[src/rtl/rng_pkg.sv]
// Shared definitions for the LFSR-based random generators:
// LFSR geometry, reset seed, and the draw FSM state encoding.
package rng_pkg;

  localparam int unsigned LFSR_W = 31;
  localparam int unsigned TAP_HI = 30;
  localparam int unsigned TAP_LO = 27;

  localparam logic [LFSR_W-1:0] LFSR_DEFAULT_SEED = 31'h44D5AFAB;

  typedef enum logic [1:0] {
    IDLE  = 2'd0,
    DRAW  = 2'd1,
    VALID = 2'd2
  } rng_state_e;

  // One Fibonacci step: shift left, feed back the XOR of the two taps.
  function automatic logic [LFSR_W-1:0] lfsr_next(input logic [LFSR_W-1:0] s);
    return {s[LFSR_W-2:0], s[TAP_HI] ^ s[TAP_LO]};
  endfunction

endpackage

[src/rtl/lfsr31_core.sv]
// 31-bit Fibonacci LFSR with load and step controls.
// A zero load value is replaced by SEED so the register can never lock up.
module lfsr31_core
  import rng_pkg::*;
#(
  parameter logic [LFSR_W-1:0] SEED = LFSR_DEFAULT_SEED
) (
  input  logic              qzt_clk,
  input  logic              rst_n,
  input  logic              step,
  input  logic              load,
  input  logic [LFSR_W-1:0] load_val,
  output logic [LFSR_W-1:0] state
);

  logic [LFSR_W-1:0] r_state;

  // Load has priority over stepping; zero seeds fall back to SEED.
  always_ff @(posedge qzt_clk or negedge rst_n) begin
    if (!rst_n) begin
      r_state <= SEED;
    end else if (load) begin
      r_state <= (load_val == '0) ? SEED : load_val;
    end else if (step) begin
      r_state <= lfsr_next(r_state);
    end
  end

  assign state = r_state;

endmodule

[src/rtl/uniform_range_gen.sv]
// Uniform random integer generator over 0..RANGE_MAX using rejection
// sampling on a 31-bit LFSR, with req/valid/ready handshakes, seed reload
// and a bounded-retry fallback.
// Optional: define UNIFORM_RANGE_GEN_REJECT_CNT_EN to add the saturating
// reject_cnt / fallback_cnt statistics outputs.
module uniform_range_gen
  import rng_pkg::*;
#(
  parameter int unsigned       RANGE_MAX    = 9,
  parameter int unsigned       OUT_W        = 4,
  parameter int unsigned       MAX_TRIES    = 8,
  parameter logic [LFSR_W-1:0] DEFAULT_SEED = 31'h44D5AFAB
) (
  input  logic              qzt_clk,
  input  logic              rst_n,
  input  logic              seed_load,
  input  logic [LFSR_W-1:0] seed_in,
  input  logic              req_valid,
  output logic              req_ready,
  output logic              out_valid,
  input  logic              out_ready,
  output logic [OUT_W-1:0]  out_data,
  output logic              busy
`ifdef UNIFORM_RANGE_GEN_REJECT_CNT_EN
  ,
  output logic [15:0]       reject_cnt,
  output logic [7:0]        fallback_cnt
`endif
);

  localparam int unsigned K     = $clog2(RANGE_MAX + 1);
  localparam int unsigned TRY_W = (MAX_TRIES > 1) ? $clog2(MAX_TRIES) : 1;

  rng_state_e        r_state;
  rng_state_e        w_state_nxt;
  logic [TRY_W-1:0]  r_try;
  logic [TRY_W-1:0]  w_try_nxt;
  logic [OUT_W-1:0]  r_out_data;
  logic [OUT_W-1:0]  w_data_nxt;
  logic              r_out_valid;
  logic              r_busy;
  logic              r_req_ready;
  logic              w_step;
  logic [LFSR_W-1:0] w_lfsr;
  logic [OUT_W-1:0]  w_cand;
  logic              w_in_range;
  logic              w_last_try;
  logic [OUT_W-1:0]  w_fold;
  logic              w_lfsr_unused_c;

  lfsr31_core #(
    .SEED(DEFAULT_SEED)
  ) u_lfsr (
    .qzt_clk (qzt_clk),
    .rst_n   (rst_n),
    .step    (w_step),
    .load    (seed_load),
    .load_val(seed_in),
    .state   (w_lfsr)
  );

  // Candidate is the low K LFSR bits; out-of-range values fold down by RANGE_MAX+1.
  assign w_cand          = OUT_W'(w_lfsr[K-1:0]);
  assign w_in_range      = (w_cand <= OUT_W'(RANGE_MAX));
  assign w_fold          = w_cand - OUT_W'(RANGE_MAX + 1);
  assign w_last_try      = (r_try == TRY_W'(MAX_TRIES - 1));
  assign w_lfsr_unused_c = ^w_lfsr[LFSR_W-1:K];

  // Next-state, try counter, result capture and LFSR step request.
  always_comb begin
    w_state_nxt = r_state;
    w_try_nxt   = r_try;
    w_data_nxt  = r_out_data;
    w_step      = 1'b0;
    if (seed_load) begin
      w_state_nxt = IDLE;
      w_try_nxt   = '0;
    end else begin
      case (r_state)
        IDLE: begin
          if (req_valid) begin
            w_state_nxt = DRAW;
            w_try_nxt   = '0;
          end
        end
        DRAW: begin
          w_step = 1'b1;
          if (w_in_range) begin
            w_data_nxt  = w_cand;
            w_state_nxt = VALID;
          end else if (w_last_try) begin
            w_data_nxt  = w_fold;
            w_state_nxt = VALID;
          end else begin
            w_try_nxt = r_try + TRY_W'(1);
          end
        end
        VALID: begin
          if (out_ready) begin
            w_state_nxt = IDLE;
          end
        end
        default: w_state_nxt = IDLE;
      endcase
    end
  end

  // State register with status outputs registered from the next state.
  always_ff @(posedge qzt_clk or negedge rst_n) begin
    if (!rst_n) begin
      r_state     <= IDLE;
      r_try       <= '0;
      r_out_data  <= '0;
      r_out_valid <= 1'b0;
      r_busy      <= 1'b0;
      r_req_ready <= 1'b1;
    end else begin
      r_state     <= w_state_nxt;
      r_try       <= w_try_nxt;
      r_out_data  <= w_data_nxt;
      r_out_valid <= (w_state_nxt == VALID);
      r_busy      <= (w_state_nxt == DRAW);
      r_req_ready <= (w_state_nxt == IDLE);
    end
  end

  assign req_ready = r_req_ready;
  assign out_valid = r_out_valid;
  assign out_data  = r_out_data;
  assign busy      = r_busy;

`ifdef UNIFORM_RANGE_GEN_REJECT_CNT_EN
  logic [15:0] r_reject_cnt;
  logic [7:0]  r_fallback_cnt;
  logic        w_reject_c;
  logic        w_fallback_c;

  assign w_reject_c   = (r_state == DRAW) && !seed_load && !w_in_range;
  assign w_fallback_c = w_reject_c && w_last_try;

  // Saturating statistics counters, cleared by reset and seed reload.
  always_ff @(posedge qzt_clk or negedge rst_n) begin
    if (!rst_n) begin
      r_reject_cnt   <= '0;
      r_fallback_cnt <= '0;
    end else if (seed_load) begin
      r_reject_cnt   <= '0;
      r_fallback_cnt <= '0;
    end else begin
      if (w_reject_c && (r_reject_cnt != 16'hFFFF)) begin
        r_reject_cnt <= r_reject_cnt + 16'd1;
      end
      if (w_fallback_c && (r_fallback_cnt != 8'hFF)) begin
        r_fallback_cnt <= r_fallback_cnt + 8'd1;
      end
    end
  end

  assign reject_cnt   = r_reject_cnt;
  assign fallback_cnt = r_fallback_cnt;
`else
  // Statistics counters not built in this configuration.
`endif

endmodule

[config.mk]
export PLATFORM = sky130hd
export DESIGN_NAME = uniform_range_gen
export DESIGN_NICKNAME = d
export VERILOG_FILES = /design/src/rtl/rng_pkg.sv /design/src/rtl/lfsr31_core.sv /design/src/rtl/uniform_range_gen.sv
export SDC_FILE = /design/constraint.sdc
export NUM_CORES = 1
export LEC_CHECK = 0
export ABC_CLOCK_PERIOD_IN_PS = 2200
export BUFFER_PORTS_ARGS = -buffer_cell sky130_fd_sc_hd__buf_4
export CELL_PAD_IN_SITES_DETAIL_PLACEMENT = 1
export CELL_PAD_IN_SITES_GLOBAL_PLACEMENT = 2
export CORE_ASPECT_RATIO = 0.9
export CORE_UTILIZATION = 30
export CTS_BUF_LIST = sky130_fd_sc_hd__clkbuf_2 sky130_fd_sc_hd__clkbuf_4 sky130_fd_sc_hd__clkbuf_8
export DETAILED_ROUTE_END_ITERATION = 10
export PLACE_DENSITY = 0.8
export SETUP_SLACK_MARGIN = 0.4
export SLEW_MARGIN = 20
export SYNTH_ARGS = -nofsm -noshare
export SYNTH_HDL_FRONTEND = slang
export SYNTH_HIERARCHICAL = 1
export SYNTH_SLANG_ARGS = --single-unit
[constraint.sdc]
create_clock -name qzt_clk -period 2.2 [get_ports qzt_clk]
set_clock_uncertainty 0.05 [all_clocks]
set_input_delay 0.11 -clock qzt_clk [delete_from_list [all_inputs] [get_ports qzt_clk]]
set_output_delay 0.11 -clock qzt_clk [all_outputs]
set_load 0.005 [all_outputs]
Word-level counts from Yosys, hierarchy flattened
Cells that the tools add are included.
{"block": "word_totals", "regBits": 43, "input_bits": 36, "out_inout_bits": 7, "wordCells": 46}
{"block": "classes", "n_addsub": 2, "n_lt_le_gt_ge": 1, "eq_ne": 8, "muxes": 18, "bitwise": 2, "n_reduce_logical": 8}
{"cell": "31-bit 2-to-1 mux", "count": 3}
{"cell": "31-bit logical NOT", "count": 1}
{"cell": "3-bit 2-to-1 mux", "count": 4}
{"cell": "2-bit 2-to-1 mux", "count": 5}
{"cell": "3-bit inequality test (second input constant)", "count": 3}
{"cell": "4-bit 2-to-1 mux", "count": 2}
{"cell": "2-bit case mux with 3 select lines", "count": 1}
{"cell": "3-bit case mux with 2 select lines", "count": 1}
{"cell": "2-bit by 1-bit equality test with 1-bit output (second input constant)", "count": 2}
{"cell": "2-bit equality test (second input constant)", "count": 2}
{"cell": "4-bit less-or-equal comparator (second input constant)", "count": 1}
{"cell": "2-bit logical NOT", "count": 2}
{"cell": "4-bit AND reduction", "count": 1}
{"cell": "2-bit nonzero test", "count": 2}
{"cell": "4-bit subtractor (second input constant)", "count": 1}
{"cell": "3-bit by 1-bit adder with 3-bit output (second input constant)", "count": 1}
{"cell": "3-bit equality test (second input constant)", "count": 1}
{"cell": "3-bit AND reduction", "count": 1}
{"cell": "3-bit nonzero test", "count": 1}
{"cell": "1-bit 2-to-1 mux", "count": 2}
{"cell": "1-bit inverter", "count": 1}
{"cell": "1-bit bitwise XOR", "count": 1}

Logic depth before layout (Yosys ltp)
{"block": "logic_depth", "word_depth": 6, "ltp_mapped": 7}

Cells and area by module
Netlist, hierarchy kept.
{"mod": "lfsr31_core", "instances": 1, "cells_each": 167, "area_each_um2": 1665.3}
{"mod": "uniform_range_gen", "instances": 1, "cells_each": 62, "area_each_um2": 636.9}

Worst setup path before layout
Ideal clock, no wire load.
{"block": "synth_path", "kind": "reg-to-reg", "start": "reg r_state[1]", "end": "reg u_lfsr.r_state[21] (netlist: u_lfsr/state[21])", "setup_ns": 0.133, "t_arrival_ns": 1.813, "required_ns": 2.017, "path_slack_ns": 0.203, "stages_incl_launch_ff": 7, "path_buffers": 2, "cell_sequence": "dfrtp_1 -> or3b_4 -> clkinv_1 -> buf_1 -> clkbuf_1 -> mux2i_1 -> o21ai_0"}
{"block": "synth_via", "elab_chain_len": 4}
{"item": "from (decl)", "line": "uniform_range_gen.sv:34", "text": "rng_state_e r_state;"}
{"item": "from (signal assigned)", "line": "uniform_range_gen.sv:118", "text": "r_state <= w_state_nxt;"}
{"item": "2-bit by 1-bit equality test with 1-bit output", "line": "uniform_range_gen.sv:79", "text": "case (r_state)"}
{"item": "1-bit 2-to-1 mux", "line": "uniform_range_gen.sv:79"}
{"item": "1-bit 2-to-1 mux", "line": "uniform_range_gen.sv:75", "text": "if (seed_load) begin"}
{"item": "via w_step", "line": "uniform_range_gen.sv:43", "text": "logic w_step;"}
{"item": "2-bit nonzero test (no source line)"}
{"item": "to (signal assigned)", "line": "lfsr31_core.sv:23", "text": "r_state <= (load_val == '0) ? SEED : load_val;"}
{"item": "to (signal assigned)", "line": "lfsr31_core.sv:25", "text": "r_state <= lfsr_next(r_state);"}
{"item": "to (decl)", "line": "lfsr31_core.sv:16", "text": "logic [LFSR_W-1:0] r_state;"}
The timed path passes the listed nets, and every way through them passes these cells.
A chain may end at the register's enable or synchronous reset.

Worst setup path after layout
{"block": "layout_path", "start": "reg r_try[0]", "end": "reg r_try[0]"}
{"block": "layout_via", "elab_chain_len": 5}
{"item": "from (decl)", "line": "uniform_range_gen.sv:36", "text": "logic [TRY_W-1:0] r_try;"}
{"item": "from (signal assigned)", "line": "uniform_range_gen.sv:119", "text": "r_try <= w_try_nxt;"}
{"item": "3-bit by 1-bit adder with 3-bit output", "line": "uniform_range_gen.sv:95", "text": "w_try_nxt = r_try + TRY_W'(1);"}
{"item": "3-bit 2-to-1 mux", "line": "uniform_range_gen.sv:91", "text": "end else if (w_last_try) begin"}
{"item": "3-bit 2-to-1 mux", "line": "uniform_range_gen.sv:88", "text": "if (w_in_range) begin"}
{"item": "3-bit case mux with 2 select lines", "line": "uniform_range_gen.sv:79"}
{"item": "3-bit 2-to-1 mux", "line": "uniform_range_gen.sv:75"}
Parallel ways exist; a longest one is shown, timed or not. The select of a mux whose other input is x is not followed.

==> summary.md <==
| Metric | Value |
|---|---|
| DIE WIDTH | `94.3 µm` |
| Startpoint Class | `register` |
| Synth cell count leaders | `24 x dfrtp_1, 22 x nor2b_1, 21 x inv_1` |
| P per Cell Area | `around 670 mW/mm²` |
| CTS Buffer Depth | `2` |
| Root Driver | `clkbuf_8` |
| Peak VDD IR | `approximately 280 µV` |
| Critical Path AT | `between 1.5 and 2 ns` |
| Slew HR | `53.1%` |
| Final setup margin | `0.470 ns` |
| Ys flop type | `dfrtp_1` |
| DP Cell Count | `about 350` |
| Max-cap viol count | `0` |
| Initial Utilization | `31.9%` |
| CTS tree | `done` |
| Post-synthesis async set-or-reset flop share | `100%` |
| Routed Antenna Nets | `0` |
| Fmax | `578 MHz` |
| Setup violations, final | `0` |
| Area leader, netlist | `dfrtp_1` |
| Drt pass-1 iters | `4` |
| Status | `completed` |
| Number of synthesized flops with an enable pin | `0` |
| Most frequent cell after synthesis | `dfrtp_1` |
| Slew @ Worst Pin | `0.704 ns` |
| Worst skew pair latency | `a little under 0.3 ns` |
| # diodes | `0` |
| GRT Util Overall | `15.8%` |
| Crit share post-route | `between 70% and 80%` |
| RSZ-0062 raised after global routing | `no` |
| Detailed Route Iter0 Violations | `between 80 and 90` |
| # IOs | `43` |
| Synth area leaders | `dfrtp_1 26%, dfstp_2 22%, nor2b_1 6.0%` |
| DRC errors left | `0` |
| Dpl hpwl | `3590 µm` |
| Distinct cells, synth | `35` |
| Row cnt | `29` |
| Wire length per cell | `15.7 µm` |
| Post-Layout Cell Count | `approximately 380` |
| First-pass GRT wire length | `9710 µm` |
| Vias in the first global route | `between 1.5k and 2k` |
| Initial antenna violation count | `0` |
| Static Leak | `1.32 nW` |
| Placement Cell Area | `0.00270 mm²` |
| Final Wtd Congestion | `0.725` |
| CTS Sinks | `between 40 and 50` |
| Dpl ws | `0.390 ns` |
| Drt total wl | `5990 µm` |
| Hold Vio Cnt, Final | `0` |
| Post-Syn Nets | `268` |
| H-tree Lvls | `2` |
| WS Path Type | `register to register` |
| Die Height | `85.1 µm` |
| Post-Syn Area per Cell | `10.1 µm²` |
| Core Region | `0.00722 mm²` |
| Mapped Area | `approximately 0.0023 mm²` |
| Layout Nets | `327` |
| Largest net degree at the start of global routing | `74` |
| GRT Residual Overflow | `0` |
| Die area | `~0.0080 mm²` |
| Share of layout cells above drive strength 1 | `32.5%` |
| Routed vias/inst | `between 4 and 5` |
| Min Tclk post-route | `~1.7 ns` |
| Synthesis-stage register bit count | `43` |
| Design area | `slightly above 0.003 mm²` |
| IO buf count | `42` |
| Area Overhead vs Synth | `33.8%` |
| Cells after synthesis | `229` |
| Crit. End Element | `register` |
| Clock-pin slew on the worst setup and hold paths | `about 0.09 ns` |
| Post-synth top area share | `26.1%` |
| Worst EP required | `about 2.3 ns` |
| Hold Path Class | `input pin to register` |
| Sequential share of the synthesized area | `47.8%` |
| Total Negative Setup Slacks | `0 ns` |
| CP max FO | `5` |
| Max-slew violations | `0` |
| Vias | `~1.9k` |
| TritonCTS Buffers | `5` |
| Synth Warn # | `6` |
## kinds of logic (layout without fill, tap and decap cells)
kind of cell               after synthesis  in the layout  share of synthesized area, %
muxes                                   18             18                          8.10
DFF                                     43             43                          47.8
buffers and inverters                   37             97                          6.41
and+or+nand+nor                         60             60                          17.4
xor gates and xnor gates                 1              1                         0.381
AOI/OAI and AO/OA                       67             67                          18.3
adders and majority gates                3              3                          1.63
## cell usage in the layout (no fill, tap or decap), drive strengths merged, types with 2 or more instances in the layout
cell,netlist,layout
dlygate4sd3,0,16
dfstp,19,19
nor3b,4,4
nand2,14,14
buf,3,50
nor3,2,2
mux2,5,5
o21ai,15,15
ha,3,3
o21bai,2,2
nor4,7,7
clkbuf,12,7
nor2b,22,22
a31oi,20,20
nor2,5,5
a21oi,10,10
mux2i,13,13
dfrtp,24,24
a211oi,17,17
inv,21,21
## flip-flops by register name, summed over array words and instances, names as in the netlist
name / cells
r_try: 3
u_lfsr/state: 31
r_state: 2
req_ready: 1
out_data: 4
out_valid: 1
busy: 1
## worst paths after layout
kind | startpoint | endpoint | slack [ns] | depth (start not counted)
worst max-delay path | r_try[0] | r_try[0] | 0.47 | 5
worst min-delay path | seed_in[23] | u_lfsr/state[23] | 0.003 | 3
worst max register to register | r_try[0] | r_try[0] | 0.47 | 5
worst min register to register | out_data[0] | out_data[0] | 0.44 | 1
max in group asynchronous | rst_n | r_state[0] | 1.41 | 2
min in group asynchronous | rst_n | u_lfsr/state[29] | 0.29 | 2
## power by group
group / total (mW) / switching [mW] / internal, mW
Combinational: 0.429 / 0.199 / 0.230
Sequential: 0.982 / 0.0655 / 0.916
Clock: 0.645 / 0.277 / 0.368
## final cells by class
class                           instances  area (µm²)
Timing Repair Buffer                   67         593
Multi-Input combinational cell        149        1060
Clock inverter                          2        35.0
Fill cell                             818        4140
Clock buffer                            6        82.6
Inverter                               22        86.3
Sequential cell                        43        1100
Tap cell                               93         116
## through the flow
step | utilization, % | hold WS, ns | power [mW]
floorplan | - | -0.236 | 1.19
global placement | 37.3 | 0.0842 | 1.36
detailed placement | 37.3 | 0.0981 | 1.38
CTS | 41.6 | 0.000603 | 2.07
global route | 42.7 | 0.00810 | 2.18
finish | 42.7 | 0.00254 | 2.06
## layer usage
| layer | part of all wire [%] | track usage, % | wire length (µm) |
|---|---|---|---|
| met2 | 48 | 25.9 | 2880 |
| met4 | 0.47 | 3.78 | 28 |
| met1 | 48 | 21.3 | 2890 |
| met5 | 0 | 0 | 0 |
| met3 | 3.2 | 2.96 | 193 |
## timing repair
action                                  4_1_cts  5_1_grt
hold endpoints to repair                     39        0
hold buffers                                 16        0
endpoints found under the setup margin        4       27
cloned                                        1        1
buffers inserted                              0        5
resized for setup                             0        6
## critical path: stages, from the launching register on
cell	delay, ns
dfrtp_1	0.40
ha_1	0.21
ha_1	0.23
o21ba_2	0.30
nand3_2	0.13
mux2_2	0.30
(Power assumes the default switching activity.)
